`src/rtl/vc_pop_scheduler_pkg.sv`:
```
// vc_pop_scheduler_pkg
// Shared definitions for the VC pop scheduler slice: default word width,
// destination-select bit, VC0 burst limit, push counter width and the
// grant state encoding used by the top-level scheduler.
package vc_pop_scheduler_pkg;

    localparam int DATA_W    = 6;
    localparam int DEST_BIT  = 4;
    localparam int VC0_BURST = 4;
    localparam int CNT_W     = 16;

    // The grant state records which VC (if any) was popped last cycle.
    typedef enum logic [1:0] {
        GRANT_IDLE = 2'd0,
        GRANT_G0   = 2'd1,
        GRANT_G1   = 2'd2
    } grant_state_t;

endpackage

```
`src/rtl/vc_pop_scheduler_route_stage.sv`:
```
// vc_route_stage
// Two-stage routing pipeline behind the pop scheduler. Stage 1 remembers
// that a pop happened and which VC it came from; stage 2 picks up the word
// the VC FIFO returns, decodes its destination bit and pushes it into D0 or
// D1, or drops it if that destination is full. Also keeps the sticky drop
// flag and the wrapping per-destination push counters.
//
// Ports:
//   clk, reset            clock, synchronous active-high reset
//   vc0_pop, vc1_pop      pop requests issued by the scheduler this cycle
//   VC0_data, VC1_data    VC FIFO read data (valid the cycle after a pop)
//   full_fifo_D0/D1       destination full flags
//   D0_push, D1_push      registered push strobes
//   D0_data, D1_data      registered push data
//   drop_err              sticky: a word was discarded on a full destination
//   cnt_D0, cnt_D1        wrapping push counters
module vc_route_stage #(
    parameter int DATA_W   = vc_pop_scheduler_pkg::DATA_W,
    parameter int DEST_BIT = vc_pop_scheduler_pkg::DEST_BIT,
    parameter int CNT_W    = vc_pop_scheduler_pkg::CNT_W
) (
    input  logic              clk,
    input  logic              reset,
    input  logic              vc0_pop,
    input  logic              vc1_pop,
    input  logic [DATA_W-1:0] VC0_data,
    input  logic [DATA_W-1:0] VC1_data,
    input  logic              full_fifo_D0,
    input  logic              full_fifo_D1,
    output logic              D0_push,
    output logic              D1_push,
    output logic [DATA_W-1:0] D0_data,
    output logic [DATA_W-1:0] D1_data,
    output logic              drop_err,
    output logic [CNT_W-1:0]  cnt_D0,
    output logic [CNT_W-1:0]  cnt_D1
);
    import vc_pop_scheduler_pkg::*;

    logic              pop_d;
    logic              sel_d;
    logic [DATA_W-1:0] word;
    logic              to_d1;
    logic              push0_next;
    logic              push1_next;
    logic              drop_next;

    // Stage 1: the FIFO returns data one cycle after the pop, so remember
    // that a word is on its way and which VC will be presenting it.
    always_ff @(posedge clk) begin
        if (reset) begin
            pop_d <= 1'b0;
            sel_d <= 1'b0;
        end else begin
            pop_d <= vc0_pop | vc1_pop;
            sel_d <= vc1_pop;
        end
    end

    // Destination decode on the returned word. A word is pushed only if its
    // destination has room; otherwise it is dropped and flagged.
    always_comb begin
        word       = sel_d ? VC1_data : VC0_data;
        to_d1      = word[DEST_BIT];
        push0_next = pop_d & ~to_d1 & ~full_fifo_D0;
        push1_next = pop_d &  to_d1 & ~full_fifo_D1;
        drop_next  = pop_d & ((~to_d1 & full_fifo_D0) | (to_d1 & full_fifo_D1));
    end

    // Stage 2: register the push strobes and data. Data registers only load
    // on an actual push so a dropped word never appears on the outputs.
    always_ff @(posedge clk) begin
        if (reset) begin
            D0_push  <= 1'b0;
            D1_push  <= 1'b0;
            D0_data  <= '0;
            D1_data  <= '0;
            drop_err <= 1'b0;
        end else begin
            D0_push <= push0_next;
            D1_push <= push1_next;
            if (push0_next) begin
                D0_data <= word;
            end
            if (push1_next) begin
                D1_data <= word;
            end
            if (drop_next) begin
                drop_err <= 1'b1;
            end
        end
    end

    // Push counters advance once per visible push strobe and simply wrap.
    always_ff @(posedge clk) begin
        if (reset) begin
            cnt_D0 <= '0;
            cnt_D1 <= '0;
        end else begin
            cnt_D0 <= cnt_D0 + CNT_W'(D0_push);
            cnt_D1 <= cnt_D1 + CNT_W'(D1_push);
        end
    end

endmodule

```
`src/rtl/vc_pop_scheduler.sv`:
```
// vc_pop_scheduler
// Decides each cycle which virtual-channel FIFO to pop (VC0 preferred, with
// a limit on consecutive VC0 grants while VC1 is waiting), holds pops while
// disabled or while either destination is almost full, and hands the popped
// words to the routing pipeline that pushes them into D0 or D1.
//
// Ports:
//   clk, reset                 clock, synchronous active-high reset
//   enable                     permits new pops (in-flight words still finish)
//   VC0_empty, VC1_empty       VC FIFO empty flags
//   VC0_data, VC1_data         VC FIFO read data
//   almost_full_fifo_D0/D1     destination almost-full flags (gate new pops)
//   full_fifo_D0/D1            destination full flags (cause drops)
//   VC0_pop, VC1_pop           combinational pop requests, mutually exclusive
//   D0_push, D1_push           registered push strobes
//   D0_data, D1_data           registered push data
//   drop_err                   sticky drop indication
//   cnt_D0, cnt_D1             wrapping push counters
//   idle                       registered: no work queued and nothing in flight
module vc_pop_scheduler #(
    parameter int DATA_W    = vc_pop_scheduler_pkg::DATA_W,
    parameter int DEST_BIT  = vc_pop_scheduler_pkg::DEST_BIT,
    parameter int VC0_BURST = vc_pop_scheduler_pkg::VC0_BURST,
    parameter int CNT_W     = vc_pop_scheduler_pkg::CNT_W
) (
    input  logic              clk,
    input  logic              reset,
    input  logic              enable,
    input  logic              VC0_empty,
    input  logic              VC1_empty,
    input  logic [DATA_W-1:0] VC0_data,
    input  logic [DATA_W-1:0] VC1_data,
    input  logic              almost_full_fifo_D0,
    input  logic              almost_full_fifo_D1,
    input  logic              full_fifo_D0,
    input  logic              full_fifo_D1,
    output logic              VC0_pop,
    output logic              VC1_pop,
    output logic              D0_push,
    output logic              D1_push,
    output logic [DATA_W-1:0] D0_data,
    output logic [DATA_W-1:0] D1_data,
    output logic              drop_err,
    output logic [CNT_W-1:0]  cnt_D0,
    output logic [CNT_W-1:0]  cnt_D1,
    output logic              idle
);
    import vc_pop_scheduler_pkg::*;

    localparam int                 BURST_W   = $clog2(VC0_BURST + 1);
    localparam logic [BURST_W-1:0] BURST_MAX = BURST_W'(VC0_BURST);

    grant_state_t       state;
    logic [BURST_W-1:0] burst_cnt;
    logic               eligible;
    logic               grant_vc0;
    logic               grant_vc1;

    // Grant decision. Both almost-full flags gate because the destination of
    // a word is unknown until it comes back from the FIFO. VC0 wins unless
    // VC1 is waiting and VC0 has already used up its burst allowance.
    always_comb begin
        eligible  = enable & ~almost_full_fifo_D0 & ~almost_full_fifo_D1 & ~reset;
        grant_vc0 = eligible & ~VC0_empty & (VC1_empty | (burst_cnt < BURST_MAX));
        grant_vc1 = eligible & ~VC1_empty & ~grant_vc0;
    end

    assign VC0_pop = grant_vc0;
    assign VC1_pop = grant_vc1;

    // Grant state machine (state = last grant) and the VC0 burst counter.
    // The counter only measures VC0 grants made while VC1 is kept waiting,
    // so it restarts whenever VC1 is served or has nothing to offer.
    always_ff @(posedge clk) begin
        if (reset) begin
            state     <= GRANT_IDLE;
            burst_cnt <= '0;
        end else begin
            if (grant_vc0) begin
                state <= GRANT_G0;
            end else if (grant_vc1) begin
                state <= GRANT_G1;
            end else begin
                state <= GRANT_IDLE;
            end

            if (VC1_empty || grant_vc1) begin
                burst_cnt <= '0;
            end else if (grant_vc0 && (burst_cnt < BURST_MAX)) begin
                burst_cnt <= burst_cnt + BURST_W'(1);
            end
        end
    end

    // Idle flag. A non-IDLE grant state means a word popped last cycle is
    // still travelling through stage 1, so the block is not idle yet.
    always_ff @(posedge clk) begin
        if (reset) begin
            idle <= 1'b0;
        end else begin
            idle <= VC0_empty & VC1_empty & (state == GRANT_IDLE)
                    & ~(grant_vc0 | grant_vc1);
        end
    end

    vc_route_stage #(
        .DATA_W  (DATA_W),
        .DEST_BIT(DEST_BIT),
        .CNT_W   (CNT_W)
    ) u_route (
        .clk         (clk),
        .reset       (reset),
        .vc0_pop     (grant_vc0),
        .vc1_pop     (grant_vc1),
        .VC0_data    (VC0_data),
        .VC1_data    (VC1_data),
        .full_fifo_D0(full_fifo_D0),
        .full_fifo_D1(full_fifo_D1),
        .D0_push     (D0_push),
        .D1_push     (D1_push),
        .D0_data     (D0_data),
        .D1_data     (D1_data),
        .drop_err    (drop_err),
        .cnt_D0      (cnt_D0),
        .cnt_D1      (cnt_D1)
    );

endmodule

```
`config.mk`:
```
export PLATFORM = sky130hd
export DESIGN_NAME = vc_pop_scheduler
export DESIGN_NICKNAME = d
export VERILOG_FILES = /design/src/rtl/vc_pop_scheduler_pkg.sv /design/src/rtl/vc_pop_scheduler_route_stage.sv /design/src/rtl/vc_pop_scheduler.sv
export SDC_FILE = /design/constraint.sdc
export NUM_CORES = 1
export LEC_CHECK = 0
export CAP_MARGIN = 20
export CORE_MARGIN = 8
export CORE_UTILIZATION = 49
export CTS_BUF_LIST = sky130_fd_sc_hd__clkbuf_16
export DETAILED_ROUTE_END_ITERATION = 7
export HOLD_SLACK_MARGIN = 0.02
export PLACE_DENSITY = 0.93
export RECOVER_POWER = 25
export SLEW_MARGIN = 20
export SYNTH_ARGS = -nofsm -noshare
export SYNTH_HDL_FRONTEND = slang
export SYNTH_HIERARCHICAL = 1
export SYNTH_SLANG_ARGS = --single-unit
```
`constraint.sdc`:
```
create_clock -name clk -period 4.8 [get_ports clk]
set_clock_uncertainty 0.15 [all_clocks]
set_input_delay 0.96 -clock clk [delete_from_list [all_inputs] [get_ports clk]]
set_output_delay 0.96 -clock clk [all_outputs]
set_load 0.05 [all_outputs]
```
# --- Yosys cells after proc, flatten, opt, wreduce, memory -nomap -nowiden ---
# Index checks and enable logic that the tools add are counted.
totals:
  output_inout_bits: 50
  reg_bits: 55
  in_bits: 21
op_classes:
  magnitude_cmp: 1
  mux: 3
  n_bitwise: 30
  n_reduce_logical: 5
  add_sub_neg: 3
ops:
  columns: ["op", "n"]
  rows:
  - ["16-bit by 1-bit adder with 16-bit output", 2]
  - ["1-bit AND", 17]
  - ["1-bit inverter", 10]
  - ["6-bit two-way mux", 1]
  - ["2-bit OR reduction", 2]
  - ["3-bit by 1-bit adder with 3-bit output (second input constant)", 1]
  - ["3-bit less-than comparator (second input constant)", 1]
  - ["1-bit OR", 3]
  - ["2-bit logical NOT", 1]
  - ["2-bit two-way mux", 1]
  - ["1-bit logical AND", 1]
  - ["1-bit logical OR", 1]
  - ["1-bit two-way mux", 1]

# --- Logic depth before layout (Yosys ltp) ---
# Gate-level depths: netlist (run 1).
logic_depth:
  depth_word: 11
  mapped_depth: 6
  mapped_depth_nobuf: 6

# --- Cells and area by module ---
# The synthesis (run 1) kept the hierarchy.
by_module_without_submodules:
  columns: ["mod", "area_each_um2", "cells_per_inst", "seq_area_each_um2", "instances"]
  rows:
  - ["vc_route_stage", 2026.9, 209, 980.9, 1]
  - ["vc_pop_scheduler", 247.7, 27, 120.1, 1]

# --- Least setup slack after synthesis (run 1) ---
# No wires, ideal clock.
synth_path:
  kind: "input port to output port"
  startpoint: "input almost_full_fifo_D0"
  endpoint: "output VC1_pop"
  required_ns: 3.690
  setup_slack_ns: 0.906
  cell_stages: 3
  t_arrival_ns: 2.784
  path_buffers: 1
  path_cell_list: "or4b_1 > buf_2 > nor3_1"
synth_via:
  elab_chain_cells: 8
synth_lines:
  columns: ["element", "line", "rtl"]
  rows:
  - ["start, declared", "vc_pop_scheduler.sv:33", "input logic almost_full_fifo_D0,"]
  - ["1-bit inverter *", "vc_pop_scheduler.sv:63", "eligible = enable & ~almost_full_fifo_D0 & ~almost_full_fifo_D1 & ~reset;"]
  - ["1-bit AND * (3 in series)", "vc_pop_scheduler.sv:63", null]
  - ["1-bit AND (2 in series)", "vc_pop_scheduler.sv:64", "grant_vc0 = eligible & ~VC0_empty & (VC1_empty | (burst_cnt < BURST_MAX));"]
  - ["1-bit inverter", "vc_pop_scheduler.sv:65", "grant_vc1 = eligible & ~VC1_empty & ~grant_vc0;"]
  - ["1-bit AND *", "vc_pop_scheduler.sv:65", null]
  - ["end, declared", "vc_pop_scheduler.sv:38", "output logic VC1_pop,"]
# Mark *: on every way between the ends. The rest lies on a longest branch, timed or not.

# --- Final worst setup path (run 1) ---
# Same ends and word-level chain as after synthesis.

==> impl_metrics.xml, run 1 <==
<?xml version="1.0" encoding="UTF-8"?>
<metrics>
  <group name="power_and_ir_drop">
    <metric name="seq_power_share" unit="%">51.4</metric>
    <metric name="p_int" unit="uW">721</metric>
    <metric name="p_switching" unit="uW">171</metric>
    <metric name="report.power.total" unit="uW">892</metric>
    <metric name="power_leakage" unit="uW">0.00116</metric>
    <metric name="ir_worst_vdd" unit="uV">209</metric>
    <metric name="switching_share" unit="%">19.1</metric>
    <metric name="comb_power_share" unit="%">4.4</metric>
    <metric name="clkPwrFrac" unit="%">44.2</metric>
    <metric name="power_per_cell_area" unit="nW/um^2">282</metric>
  </group>
  <group name="clocking">
    <metric name="hold_buffers" unit="">0</metric>
    <metric name="post_cts_setup_buffers" unit="">0</metric>
    <metric name="number_of_cts_inserted_buffers" unit="">5</metric>
    <metric name="worstSkewPairLatency" unit="ns">0.28</metric>
    <metric name="tritoncts" unit="">yes</metric>
    <metric name="clock_tree.htree_level_count" unit="">2</metric>
    <metric name="cts_sinks" unit="">55</metric>
    <metric name="post_cts_resized" unit="">0</metric>
    <metric name="clock_transition_time_at_the_flip_flop_clock_pins_of_the_worst_setup_and_hold_paths" unit="ns">0.06</metric>
    <metric name="cts-root-to-sink-buffers" unit="">2</metric>
    <metric name="cts_root_buffer" unit="">sky130_fd_sc_hd__clkbuf_16</metric>
  </group>
  <group name="synthesis">
    <metric name="synth_compound_area_share" unit="%">3.08</metric>
    <metric name="mappedNetlistArea" unit="sq um">2270</metric>
    <metric name="synthAdderAreaFrac" unit="%">3.85</metric>
    <metric name="synth_seq_area_share" unit="%">48.4</metric>
    <metric name="combinational_family_with_the_most_area_after_synthesis" unit="">simple AND/OR/NAND/NOR gates</metric>
    <metric name="synth_warnings" unit="">6</metric>
    <metric name="predominant_post_synthesis_flop_cell" unit="">sky130_fd_sc_hd__dfxtp_1</metric>
    <metric name="synthesis.nets" unit="">264</metric>
    <metric name="synth_top_area_cells" unit="">sky130_fd_sc_hd__dfxtp_1 (48%), sky130_fd_sc_hd__nor2_1 (6.8%), sky130_fd_sc_hd__xor2_1 (5.8%), sky130_fd_sc_hd__mux2i_1 (4.8%), sky130_fd_sc_hd__ha_1 (3.9%)</metric>
    <metric name="asyncSetResetFlopFracSynth" unit="%">0</metric>
    <metric name="yosys.area_share.simple" unit="%">25.4</metric>
    <metric name="synth_enable_flop_cells" unit="">0</metric>
    <metric name="post_synth_xor_area_fraction" unit="%">9.24</metric>
    <metric name="ys_types" unit="">33</metric>
    <metric name="ff_latch_count_synth" unit="">55</metric>
    <metric name="avgSynthCellArea" unit="sq um">9.64</metric>
    <metric name="library_cell_with_the_largest_summed_area_after_synthesis" unit="">sky130_fd_sc_hd__dfxtp_1</metric>
    <metric name="post_synth_inst_count" unit="">236</metric>
    <metric name="synthDominantCellAreaShare" unit="%">48.4</metric>
    <metric name="synth_mux_area_share" unit="%">7.81</metric>
  </group>
  <group name="final_layout">
    <metric name="area_growth_syn_to_layout" unit="%">38.9</metric>
    <metric name="area_of_the_multi_input_gates" unit="sq um">1120</metric>
    <metric name="post_route_cells_drive_above_1_share" unit="%">5.56</metric>
    <metric name="layout.nets" unit="">333</metric>
    <metric name="diodes" unit="">0</metric>
    <metric name="regArea" unit="sq um">1100</metric>
    <metric name="fill_cells" unit="">339</metric>
  </group>
  <group name="critical_path">
    <metric name="critical_path_arrival" unit="ns">3.22</metric>
    <metric name="setup.worst_path.start_class" unit="">input pin</metric>
    <metric name="critPathMaxFanout" unit="">7</metric>
    <metric name="cp.required" unit="ns">3.69</metric>
    <metric name="reg2reg_setup_slack" unit="ns">2.86</metric>
    <metric name="setup.worst_path.class" unit="">input pin to output pin</metric>
    <metric name="critPathCaptureType" unit="">output pin</metric>
  </group>
  <group name="global_routing">
    <metric name="grt_pass1_vias" unit="">1957</metric>
    <metric name="grt.total_usage" unit="%">14.7</metric>
    <metric name="grt_max_degree" unit="">55</metric>
    <metric name="grt_overflow" unit="">0</metric>
    <metric name="grt_first_pass_wirelength" unit="mm">8.94</metric>
    <metric name="grt_antenna_before_repair" unit="">0</metric>
  </group>
  <group name="route">
    <metric name="routed_wire_length" unit="mm">5.12</metric>
    <metric name="detail-route-antenna-nets" unit="">0</metric>
    <metric name="route.detailed.vias_per_inst" unit="">5.27</metric>
    <metric name="drt_first_pass_iters" unit="">4</metric>
    <metric name="first_iter_violations" unit="">98</metric>
    <metric name="route.detailed.wl_per_inst" unit="microns">14.3</metric>
    <metric name="number_of_design_rule_violations_left_after_detail_routing" unit="">0</metric>
    <metric name="vias" unit="">1887</metric>
  </group>
  <group name="floorplanning">
    <metric name="core_area" unit="sq um">4410</metric>
    <metric name="dieArea" unit="sq um">7080</metric>
    <metric name="num_io_pins" unit="">71</metric>
    <metric name="floorplan.die.height" unit="microns">84.1</metric>
    <metric name="start_util" unit="%">51.5</metric>
    <metric name="die_w" unit="microns">84.1</metric>
    <metric name="row_count" unit="">24</metric>
  </group>
  <group name="placement">
    <metric name="rd_place_congestion" unit="">0.731</metric>
    <metric name="buffer_ports.inserted" unit="">70</metric>
    <metric name="dpl.hpwl" unit="mm">3.92</metric>
  </group>
  <group name="status">
    <metric name="status" unit="">complete, but fails checks</metric>
    <metric name="failed_checks" unit="">capacitance limit, slew limit</metric>
  </group>
  <group name="timing">
    <metric name="report.final.hold_viol_count" unit="">0</metric>
    <metric name="sum_of_negative_setup_slack" unit="ns">0</metric>
    <metric name="maximum_frequency_from_static_timing_analysis" unit="MHz">231</metric>
    <metric name="final-max-slew-violation-count" unit="">55</metric>
    <metric name="slew_hr" unit="%">-51.5</metric>
    <metric name="max_slew.worst_pin.slew" unit="ns">2.27</metric>
    <metric name="final_worst_path_period_share" unit="%">90.1</metric>
    <metric name="setup_violations" unit="">0</metric>
    <metric name="rsz0062_at_grt" unit="">no</metric>
    <metric name="clock_period_minus_worst_slack" unit="ns">4.33</metric>
  </group>
  <group name="hold_path">
    <metric name="hold_path.class" unit="">flip-flop to flip-flop</metric>
  </group>
  <group name="run">
    <metric name="maxCapViolCount" unit="">1</metric>
  </group>
</metrics>
flip-flops by register name, indices dropped and copies added (netlist names), 2 cells and up:
name             cells
state                2
u_route/D1_data      6
u_route/cnt_D1      16
u_route/D0_data      6
burst_cnt            3
u_route/cnt_D0      16
power groups by stage:
stage	Sequential (uW)	Combinational (uW)	Clock, uW
finish	458	39.5	394
global route	458	42.6	429
CTS	458	40.4	406
detailed placement	469	40.2	0
global placement	469	39.3	0
floorplan	472	14.5	0
synth_stat cells, types with 2 or more instances:
master                     count
sky130_fd_sc_hd__and4_1        4
sky130_fd_sc_hd__a211oi_1      3
sky130_fd_sc_hd__o21ai_0       3
sky130_fd_sc_hd__clkbuf_1      6
sky130_fd_sc_hd__a21oi_1       5
sky130_fd_sc_hd__dfxtp_1      55
sky130_fd_sc_hd__nor3_1        8
sky130_fd_sc_hd__or3_1         3
sky130_fd_sc_hd__mux2i_1      11
sky130_fd_sc_hd__nand3b_1      2
sky130_fd_sc_hd__xor2_1       15
sky130_fd_sc_hd__inv_1         2
sky130_fd_sc_hd__mux2_2        6
sky130_fd_sc_hd__nor4_1        4
sky130_fd_sc_hd__nand3_1      11
sky130_fd_sc_hd__buf_2         2
sky130_fd_sc_hd__nor2b_1       7
sky130_fd_sc_hd__ha_1          7
sky130_fd_sc_hd__xnor2_1       9
sky130_fd_sc_hd__nand2_1      12
sky130_fd_sc_hd__nor2_1       41
sky130_fd_sc_hd__nand4_1       9
layout make-up:
class,instances,share of cell area [%]
Multi-Input combinational cell,170,35.5
Sequential cell,55,34.9
Timing Repair Buffer,71,22.1
Clock buffer,5,3.96
Tap cell,52,2.06
Clock inverter,3,1.23
Inverter,2,0.238
layer usage:
metal	up-vias	wire, microns	global-route usage (%)
met4	0	36	4.24
li1	956	-	-
met5	-	0	0
met1	854	2140	16.5
met2	73	2400	23.5
met3	4	545	7.73
stage by stage:
step                cells  setup slack, ns  utilization, %  hold slack, ns  cell area (sq um)
detailed placement    350            0.465            67.9           0.229               3000
CTS                   358            0.450            71.7           0.239               3160
global placement      350            0.512            67.9           0.230               3000
finish                358            0.474            71.6           0.235               3160
global route          358            0.359            71.6           0.255               3160
floorplan             236            0.906               -           0.222               2270
worst max-delay path, cell delays in order:
cell,delay [ns]
sky130_fd_sc_hd__clkdlybuf4s50_1,0.42
sky130_fd_sc_hd__or4b_1,0.65
sky130_fd_sc_hd__nor3_1,0.32
sky130_fd_sc_hd__clkdlybuf4s50_1,0.87
cells by family after synthesis:
group,count (synthesis)
flops,55
xor+xnor,24
buf+inv,11
mux,17
compound gates,12
simple gates,110
fa+ha+maj,7
layout by cell type (no fill, tap or decap), drive strengths merged, types with 3 or more instances in the layout:
cell type      netlist  final
clkdlybuf4s50        0     69
dfxtp               55     55
nor2                41     41
xor2                15     15
nand2               12     12
nand3               11     11
mux2i               11     11
nand4               10     10
xnor2                9      9
nor3                 8      8
nor2b                7      7
ha                   7      7
mux2                 6      6
clkbuf               6      6
a21oi                5      5
nor4                 4      4
and4                 4      4
or3                  4      4
a211oi               3      3
o21ai                3      3
path summary, 6_finish.rpt:
kind,endpoint,startpoint,depth (start not counted)
setup reg to reg,u_route/D1_data[1],u_route/sel_d,4
hold / removal,idle,state[0],1
setup / recovery,VC1_pop,almost_full_fifo_D0,4
hold reg to reg,idle,state[0],1
Note: power is estimated with default switching activity, not from simulation.
==> run 2: changes to the inputs <==
--- a/config.mk
+++ b/config.mk
@@ -7,14 +7,15 @@
 export LEC_CHECK = 0
 export CAP_MARGIN = 20
 export CORE_MARGIN = 8
-export CORE_UTILIZATION = 49
+export CORE_UTILIZATION = 45
 export CTS_BUF_LIST = sky130_fd_sc_hd__clkbuf_16
 export DETAILED_ROUTE_END_ITERATION = 7
 export HOLD_SLACK_MARGIN = 0.02
-export PLACE_DENSITY = 0.93
+export PLACE_DENSITY = 0.87
 export RECOVER_POWER = 25
 export SLEW_MARGIN = 20
 export SYNTH_ARGS = -nofsm -noshare
 export SYNTH_HDL_FRONTEND = slang
 export SYNTH_HIERARCHICAL = 1
 export SYNTH_SLANG_ARGS = --single-unit
+export TNS_END_PERCENT = 30
==> run 2 against run 1 <==
Net effect: the run still ends with capacitance limit, slew limit left; worst setup slack lost 0.032 ns; wire length grew 2.3%; hold slack gained 0.0090 ns; die area grew 7.2%.
==> impl_metrics.xml, run 2 (synthesis gave the netlist of run 1 again) <==
<?xml version="1.0" encoding="UTF-8"?>
<metrics>
  <group name="power_and_ir_drop">
    <metric name="clkPwrFrac" unit="%">47.6</metric>
    <metric name="power_leakage" unit="uW">0.00117</metric>
    <metric name="comb_power_share" unit="%">4.1</metric>
    <metric name="ir_worst_vdd" unit="uV">167</metric>
    <metric name="p_int" unit="uW">776</metric>
    <metric name="power_per_cell_area" unit="nW/um^2">296</metric>
    <metric name="p_switching" unit="uW">173</metric>
    <metric name="switching_share" unit="%">18.2</metric>
    <metric name="seq_power_share" unit="%">48.3</metric>
  </group>
  <group name="timing">
    <metric name="maximum_frequency_from_static_timing_analysis" unit="MHz">229</metric>
    <metric name="final-max-slew-violation-count" unit="">55</metric>
    <metric name="final_worst_path_period_share" unit="%">90.8</metric>
    <metric name="finalWorstSetupSlack" unit="ns">0.442</metric>
    <metric name="rsz0062_at_grt" unit="">no</metric>
    <metric name="sum_of_negative_setup_slack" unit="ns">0</metric>
    <metric name="slew_hr" unit="%">-51.1</metric>
    <metric name="setup_violations" unit="">0</metric>
    <metric name="max_slew.worst_pin.slew" unit="ns">2.27</metric>
    <metric name="report.final.hold_viol_count" unit="">0</metric>
    <metric name="finalHoldWorstSlack" unit="ns">0.244</metric>
    <metric name="clock_period_minus_worst_slack" unit="ns">4.36</metric>
  </group>
  <group name="floorplanning">
    <metric name="die_w" unit="microns">87.1</metric>
    <metric name="start_util" unit="%">45.7</metric>
    <metric name="core_area" unit="sq um">4980</metric>
    <metric name="num_io_pins" unit="">71</metric>
    <metric name="dieArea" unit="sq um">7590</metric>
    <metric name="floorplan.die.height" unit="microns">87.1</metric>
    <metric name="row_count" unit="">26</metric>
  </group>
  <group name="clocking">
    <metric name="cts-root-to-sink-buffers" unit="">2</metric>
    <metric name="clock_tree.htree_level_count" unit="">2</metric>
    <metric name="clock_transition_time_at_the_flip_flop_clock_pins_of_the_worst_setup_and_hold_paths" unit="ns">0.06</metric>
    <metric name="cts_sinks" unit="">55</metric>
    <metric name="number_of_cts_inserted_buffers" unit="">5</metric>
    <metric name="cts_root_buffer" unit="">sky130_fd_sc_hd__clkbuf_16</metric>
    <metric name="post_cts_resized" unit="">0</metric>
    <metric name="post_cts_setup_buffers" unit="">0</metric>
    <metric name="tritoncts" unit="">yes</metric>
    <metric name="worstSkewPairLatency" unit="ns">0.28</metric>
    <metric name="hold_buffers" unit="">0</metric>
  </group>
  <group name="route">
    <metric name="route.met3.wl" unit="microns">465</metric>
    <metric name="first_iter_violations" unit="">75</metric>
    <metric name="number_of_design_rule_violations_left_after_detail_routing" unit="">0</metric>
    <metric name="drt_first_pass_iters" unit="">4</metric>
    <metric name="top_layer_used" unit="">met3</metric>
    <metric name="routed_wire_length" unit="mm">5.24</metric>
    <metric name="wl_met2" unit="mm">2.64</metric>
    <metric name="route.detailed.vias_per_inst" unit="">5.17</metric>
    <metric name="met1_length" unit="mm">2.13</metric>
    <metric name="detail-route-antenna-nets" unit="">0</metric>
    <metric name="route.detailed.wl_per_inst" unit="microns">13.9</metric>
    <metric name="vias" unit="">1944</metric>
  </group>
  <group name="final_layout">
    <metric name="layout_commonest_cell" unit="">sky130_fd_sc_hd__clkdlybuf4s50_1</metric>
    <metric name="biggest_registers_after_layout" unit="">u_route/cnt_D0 (16), u_route/cnt_D1 (16)</metric>
    <metric name="layout.nets" unit="">333</metric>
    <metric name="post_route_cells_drive_above_1_share" unit="%">5.88</metric>
    <metric name="most_frequent_cells_in_the_layout" unit="">sky130_fd_sc_hd__clkdlybuf4s50_1 (69), sky130_fd_sc_hd__dfxtp_1 (55), sky130_fd_sc_hd__nor2_1 (41)</metric>
    <metric name="diodes" unit="">0</metric>
    <metric name="area_growth_syn_to_layout" unit="%">41.1</metric>
  </group>
  <group name="placement">
    <metric name="pre_cts_ws" unit="ns">0.436</metric>
    <metric name="buffer_ports.inserted" unit="">70</metric>
    <metric name="rd_place_congestion" unit="">0.826</metric>
    <metric name="dpl.hpwl" unit="mm">3.88</metric>
  </group>
  <group name="run">
    <metric name="maxCapViolCount" unit="">1</metric>
  </group>
  <group name="critical_path">
    <metric name="critPathCaptureType" unit="">output pin</metric>
    <metric name="r2r_cells" unit="">4</metric>
    <metric name="reg2reg_setup_slack" unit="ns">2.83</metric>
    <metric name="critPathMaxFanout" unit="">7</metric>
    <metric name="r2r-start" unit="">u_route/sel_d</metric>
    <metric name="critical_path_arrival" unit="ns">3.25</metric>
    <metric name="cp.required" unit="ns">3.69</metric>
    <metric name="r2r-end" unit="">u_route/D0_data[0]</metric>
    <metric name="crit_end" unit="">VC1_pop</metric>
    <metric name="setup.worst_path.start_class" unit="">input pin</metric>
    <metric name="cp-startpoint" unit="">almost_full_fifo_D0</metric>
    <metric name="setup.worst_path.class" unit="">input pin to output pin</metric>
  </group>
  <group name="global_routing">
    <metric name="grt_antenna_before_repair" unit="">0</metric>
    <metric name="grt_overflow" unit="">0</metric>
    <metric name="grt_pass1_vias" unit="">1930</metric>
    <metric name="grt_max_degree" unit="">55</metric>
    <metric name="grt.total_usage" unit="%">13.4</metric>
    <metric name="grt_first_pass_wirelength" unit="mm">8.34</metric>
  </group>
  <group name="status">
    <metric name="status" unit="">complete, but fails checks</metric>
    <metric name="failed_checks" unit="">capacitance limit, slew limit</metric>
  </group>
  <group name="hold_path">
    <metric name="hold_path.class" unit="">flip-flop to flip-flop</metric>
  </group>
</metrics>
run 2: routing by layer:
layer / up-vias / GRT usage, %
li1: 958 / -
met2: 65 / 24.1
met4: 0 / 5.47
met1: 921 / 13.2
met3: 0 / 5.85
met5: - / 0
run 2: area by class of cell:
class                   count  area [sq um]
clock buffers               5           125
clock inverters             3          67.6
fillers                   414          1770
inverters                   2          7.51
multi-input cells         170          1120
flip-flops and latches     55          1100
well taps                  70          87.6
repair buffers             71           699
run 2: how the worst min path moves through the flow:
stage / start / endpoint / slack, ns / depth (start not counted)
after detailed placement: state[1] / idle / 0.24 / 1
after global routing: state[0] / idle / 0.27 / 1
final: state[1] / idle / 0.24 / 1
after CTS: state[1] / idle / 0.25 / 1
after global placement: state[0] / idle / 0.23 / 1
after floorplan: state[1] / idle / 0.22 / 1
run 2: critical path: stages:
cell and delay [ns]:
sky130_fd_sc_hd__clkdlybuf4s50_1 0.42, sky130_fd_sc_hd__or4b_1 0.66, sky130_fd_sc_hd__nor3_1 0.34, sky130_fd_sc_hd__clkdlybuf4s50_1 0.87
run 2: stage by stage:
stage	util, %	cells	cell area (sq um)	total power [uW]
after global routing	64.5	376	3210	980
after CTS	64.6	376	3210	961
after floorplan	-	236	2270	486
after global placement	60.7	368	3020	508
after detailed placement	60.7	368	3020	508
final	64.5	376	3210	949
run 2: power by group through the flow:
| stage | registers, uW | clock network (uW) | logic, uW |
|---|---|---|---|
| 3_3_place_gp | 469 | 0 | 39.1 |
| 3_5_place_dp | 469 | 0 | 39.7 |
| 2_1_floorplan | 472 | 0 | 14.5 |
| 5_1_grt | 458 | 480 | 42.1 |
| 6_report | 458 | 452 | 39.2 |
| 4_1_cts | 458 | 463 | 39.8 |
